### src/rtl/snn_cg_ctrl.sv
// snn_cg_ctrl: frame sequencer for a 2-image 6x6 SNN pipeline, issuing load strobes and conv/pool/fc fire pulses.
// Stage clock-gate sleep requests are generated only when SNN_CG_CTRL_SLEEP_EN is defined (tied 0 otherwise).
module snn_cg_ctrl (
  input  logic       clk,
  input  logic       rst,
  input  logic       in_valid,
  output logic [2:0] pix_x,
  output logic [2:0] pix_y,
  output logic       img_sel,
  output logic       ker_we,
  output logic [3:0] ker_idx,
  output logic       wgt_we,
  output logic [1:0] wgt_idx,
  output logic       conv_go,
  output logic       pool_go,
  output logic       fc_go,
  output logic       out_fire,
  output logic       conv_sleep,
  output logic       pool_sleep,
  output logic       fc_sleep,
  output logic       busy
);

  typedef enum logic [1:0] {IDLE, LOAD, DRAIN, OUT} state_t;

  state_t     state_q, state_d;
  logic [6:0] beat_q, beat_d;
  logic [2:0] x_q, x_d;
  logic [2:0] y_q, y_d;
  logic       img_q, img_d;
  logic [1:0] drn_q, drn_d;

  logic accept, last_beat;
  logic conv_pre, pool_pre, fc_pre, out_pre;
  logic conv_go_q, conv_pc_q, conv_fc_q, conv_img_q;
  logic pool_go_q, pool_fc_q, pool_img_q;
  logic fc_go_q, fc_img_q;
  logic out_fire_q;

  assign accept    = in_valid && !rst && (state_q == IDLE || state_q == LOAD);
  assign last_beat = (beat_q == 7'd71);

  always_comb begin
    state_d = state_q;
    beat_d  = beat_q;
    x_d     = x_q;
    y_d     = y_q;
    img_d   = img_q;
    drn_d   = drn_q;
    if (accept) begin
      beat_d = last_beat ? 7'd0 : beat_q + 7'd1;
      x_d    = (x_q == 3'd5) ? 3'd0 : x_q + 3'd1;
      if (x_q == 3'd5) begin
        y_d = (y_q == 3'd5) ? 3'd0 : y_q + 3'd1;
        if (y_q == 3'd5) img_d = !img_q;
      end
    end
    case (state_q)
      IDLE:  if (accept) state_d = LOAD;
      LOAD:  if (accept && last_beat) begin
               state_d = DRAIN;
               drn_d   = 2'd0;
             end
      // Three drain cycles let the last beat ripple through conv, pool and fc.
      DRAIN: begin
               drn_d = drn_q + 2'd1;
               if (drn_q == 2'd2) state_d = OUT;
             end
      OUT:   state_d = IDLE;
      default: state_d = IDLE;
    endcase
  end

  always_ff @(posedge clk) begin
    if (rst) begin
      state_q <= IDLE;
      beat_q  <= 7'd0;
      x_q     <= 3'd0;
      y_q     <= 3'd0;
      img_q   <= 1'b0;
      drn_q   <= 2'd0;
    end else begin
      state_q <= state_d;
      beat_q  <= beat_d;
      x_q     <= x_d;
      y_q     <= y_d;
      img_q   <= img_d;
      drn_q   <= drn_d;
    end
  end

  // Stage pipeline: each stage carries forward the qualifiers of the beat that fired it.
  assign conv_pre = accept && (x_q >= 3'd2) && (y_q >= 3'd2);
  assign pool_pre = conv_go_q && conv_pc_q;
  assign fc_pre   = pool_go_q && pool_fc_q;
  assign out_pre  = fc_go_q && fc_img_q;

  always_ff @(posedge clk) begin
    if (rst) begin
      conv_go_q  <= 1'b0;
      conv_pc_q  <= 1'b0;
      conv_fc_q  <= 1'b0;
      conv_img_q <= 1'b0;
      pool_go_q  <= 1'b0;
      pool_fc_q  <= 1'b0;
      pool_img_q <= 1'b0;
      fc_go_q    <= 1'b0;
      fc_img_q   <= 1'b0;
      out_fire_q <= 1'b0;
    end else begin
      conv_go_q  <= conv_pre;
      conv_pc_q  <= (x_q == 3'd3 || x_q == 3'd5) && (y_q == 3'd3 || y_q == 3'd5);
      conv_fc_q  <= (x_q == 3'd5) && (y_q == 3'd5);
      conv_img_q <= img_q;
      pool_go_q  <= pool_pre;
      pool_fc_q  <= conv_fc_q;
      pool_img_q <= conv_img_q;
      fc_go_q    <= fc_pre;
      fc_img_q   <= pool_img_q;
      out_fire_q <= out_pre;
    end
  end

  assign pix_x    = x_q;
  assign pix_y    = y_q;
  assign img_sel  = img_q;
  assign ker_we   = accept && (beat_q < 7'd9);
  assign ker_idx  = ker_we ? beat_q[3:0] : 4'd0;
  assign wgt_we   = accept && (beat_q < 7'd4);
  assign wgt_idx  = wgt_we ? beat_q[1:0] : 2'd0;
  assign conv_go  = conv_go_q;
  assign pool_go  = pool_go_q;
  assign fc_go    = fc_go_q;
  assign out_fire = out_fire_q;
  assign busy     = (state_q != IDLE);

`ifdef SNN_CG_CTRL_SLEEP_EN
  // A stage wakes the cycle before its fire pulse and stays awake while firing.
  assign conv_sleep = !(conv_pre || conv_go_q);
  assign pool_sleep = !(pool_pre || pool_go_q);
  assign fc_sleep   = !(fc_pre || fc_go_q);
`else
  assign conv_sleep = 1'b0;
  assign pool_sleep = 1'b0;
  assign fc_sleep   = 1'b0;
`endif

endmodule

### config.mk
export PLATFORM = sky130hd
export DESIGN_NAME = snn_cg_ctrl
export DESIGN_NICKNAME = d
export VERILOG_FILES = /design/src/rtl/snn_cg_ctrl.sv
export SDC_FILE = /design/constraint.sdc
export NUM_CORES = 1
export LEC_CHECK = 0
export ABC_AREA = 1
export CORE_MARGIN = 1.5
export CORE_UTILIZATION = 30
export CTS_BUF_LIST = sky130_fd_sc_hd__clkbuf_16
export CTS_CLUSTER_DIAMETER = 200
export CTS_CLUSTER_SIZE = 30
export DETAILED_ROUTE_END_ITERATION = 8
export PLACE_DENSITY = 0.55
export SLEW_MARGIN = 25
export SYNTH_ARGS = -nofsm -noshare
export SYNTH_HDL_FRONTEND = slang
export SYNTH_SLANG_ARGS = --single-unit
### constraint.sdc
create_clock -name clk -period 2 [get_ports clk]
set_input_delay 0.4 -clock clk [delete_from_list [all_inputs] [get_ports clk]]
set_output_delay 0.4 -clock clk [all_outputs]
set_load 0.01 [all_outputs]
==> impl_metrics.yaml <==
outcome:
  outcome: "completed"
floorplan:
  start_util: 0.320
  die_w_um: 69.2
  dieHeight_um: 69.2
  die_area_um2: 4790
  num_rows: 23
  io_pins: 26
  coreArea_um2: 4120
pwr:
  internal_power_mw: 1.26
  peakVddDrop_uv: 591
  sw_frac_of_total: 0.295
  switchingPower_uw: 527
  clkPwrFrac: 0.328
  seq_power_share: 0.353
  power.total_mw: 1.79
  cellPowerDensity_nw_per_um2: 1040
  pwr-share-comb: 0.319
  p_leak_nw: 0.696
worst_hold_path:
  hold_depth: 2
  hold_start: "conv_fc_q"
  whs_endpoint: "pool_fc_q"
  hp-class: "reg2reg"
logic_synthesis:
  ys_seq_elements: 28
  ys_seq_area_frac: 0.426
  synth_edf_count: 0
  synth-main-ff-cell: "dfxtp_1"
  synth-warning-count: 0
  syn_avg_cell_area_um2: 7.08
  yosysTopAreaCellShare: 0.426
  ys_top_cells_by_area: "dfxtp_1, nor2_1, nand2_1"
  synthCells: 186
  synth_top_cell_by_area: "dfxtp_1"
  synth_commonest_cells: "nor2_1, nand2_1, dfxtp_1"
  synthArstFlopShare: 0
  yosysMostFrequentCell: "nor2_1"
  synth_cell_types: 22
  syn_area_um2: 1320
clock_tree:
  root_buffer: "clkbuf_16"
  clock_latency_ns: 0.26
  cts_setup_buffers: 0
  htreeDepth: 1
  clk_pin_slew_ns: 0.07
  numCtsBuffers: 3
  cts.sinks: 28
  cts_tree: "built"
  clk_path_buf_depth: 2
sta:
  finalCriticalPeriod_ns: 1.92
  skew_ns: 0.00205
  timing.final.crit_share: 0.958
  setup_viol_count_final: 0
  max_freq_mhz: 522
  rsz0062_at_grt: "no"
  drv_slew: 0
  hold_viol_final: 0
grt:
  first_global_vias: 1052
  overflow: 0
  grt_pass1_wl_mm: 4.46
  grt_max_degree: 17
  grtUsageTotal: 0.114
  antenna_found_initial: 0
worst_setup_path:
  cp.arrival_ns: 1.52
  rr_worst_depth: 10
  critPathLaunchType: "primary input"
  slowest_delay_ns: 0.43
  worstPathCellList: "clkdlybuf4s50_1 -> inv_2 -> nand2_2 -> nor2_4 -> nand2_1 -> nor4_1 -> buf_2"
  end_kind: "output port"
  r2r_end: "state_q[0]"
  critPathSlowestCell: "clkdlybuf4s50_1"
  crit_type: "in2out"
  r2r-start: "state_q[1]"
  crit_family: "buffers and inverters"
  cp_max_fo: 3
  r2r_slack_ns: 0.43
  path_buf_inv: 3
  cp_data_required_time_ns: 1.60
detailed_routing:
  routed_wl_mm: 2.64
  drt_iter0_markers: 67
  drc: 0
  avgRoutedWirePerCell_um: 9.85
  firstDrtPassIters: 4
  post_drt_via_cell_ratio: 4.40
  via_count: 1178
  ant_nets: 0
finish:
  utilization: 0.418
  areaGrowthSynthToFinish_pct: 30.6
  drive_gt1_frac: 0.151
  layout.nets: 228
  antenna_cells: 0
place:
  numPortBuffers: 22
  dp_hpwl_mm: 1.99
  place.gp.congestion: 0.711
run:
  drv_cap: 0
-- cell usage in the layout, fill, tap and decap left out, types with 2 or more instances in the layout --
cell type and instances:
nand3_1 15, nor3_1 5, dfxtp_1 27, conb_1 3, nor2_1 34, clkbuf_16 3, inv_1 27, a21oi_1 15
clkdlybuf4s50_1 14, o21ai_0 6, nand2_1 30, buf_2 2, clkbuf_2 6, buf_4 11, ha_1 5, nor2_2 2
-- worst max path at each step --
stage,start,end,slack [ns],depth (start not counted)
floorplan,state_q[1],wgt_idx[0],0.22,7
global placement,in_valid,wgt_idx[0],-0.32,6
detailed placement,rst,ker_idx[1],-0.33,7
CTS,rst,ker_idx[1],0.0005,7
global route,state_q[1],wgt_we,0.001,7
finish,rst,wgt_idx[0],0.08,7
-- registers in the layout, indices dropped and copies added (netlist names), 2 cells and up --
register and cells:
pix_y 3, beat_q 7, drn_q 2, pix_x 3
state_q 2
-- timing repair --
item	CTS	global route
hold endpoints to repair	0	0
gates resized for setup	18	15
hold buffers	0	0
endpoints found under the setup margin	8	7
pin swaps	0	0
-- power by group through the flow --
stage	clock [mW]	combinational [mW]	sequential [mW]
after global placement	0	0.569	0.641
after detailed placement	0	0.572	0.641
after floorplan	0	0.355	0.640
final	0.586	0.570	0.631
after CTS	0.610	0.572	0.629
after global routing	0.626	0.639	0.637
-- final cells by class --
class	instances	area [µm²]
well taps	50	62.6
clock inverters	1	30.0
flip-flops and latches	28	562
inverters	28	105
multi-input cells	125	622
fillers	442	2400
clock buffers	3	75.1
repair buffers	33	263
-- worst reg2reg max path, delay by kind of cell (launching register included) --
kind                       cells  cell delay, ns
and+or+nand+nor                7            0.64
DFF                            1            0.31
buffers and inverters          2            0.30
adders and majority gates      1            0.20
-- routing by layer --
| metal | wire length, µm | up-vias | track usage |
|---|---|---|---|
| met1 | 1270 | 517 | 0.137 |
| met4 | 33 | 0 | 0.0392 |
| met3 | 90 | 4 | 0.0363 |
| met2 | 1250 | 16 | 0.190 |
| li1 | - | 641 | - |
| met5 | 0 | - | 0 |
-- kinds of logic (layout without fill, tap and decap cells) --
family | Yosys count | in the layout | synth area share
other cells | 1 | 3 | 0.00285
flops | 28 | 28 | 0.426
simple gates | 93 | 93 | 0.302
fa+ha+maj | 6 | 6 | 0.0570
buf+inv | 35 | 65 | 0.120
xor+xnor | 1 | 1 | 0.00666
compound gates | 22 | 22 | 0.0856
-- per-stage QoR --
| step | hold WS [ns] | TNS (ns) | instance area (µm²) | worst slack (ns) | std cells |
|---|---|---|---|---|---|
| detailed placement | 0.394 | -2.49 | 1640 | -0.328 | 264 |
| floorplan | 0.388 | 0 | 1320 | 0.221 | 188 |
| global route | 0.424 | 0 | 1720 | 0.00146 | 268 |
| finish | 0.402 | 0 | 1720 | 0.0847 | 268 |
| CTS | 0.404 | 0 | 1730 | 0.000464 | 268 |
| global placement | 0.390 | -2.39 | 1640 | -0.316 | 264 |
No activity file was read; power rests on OpenSTA's default activity.
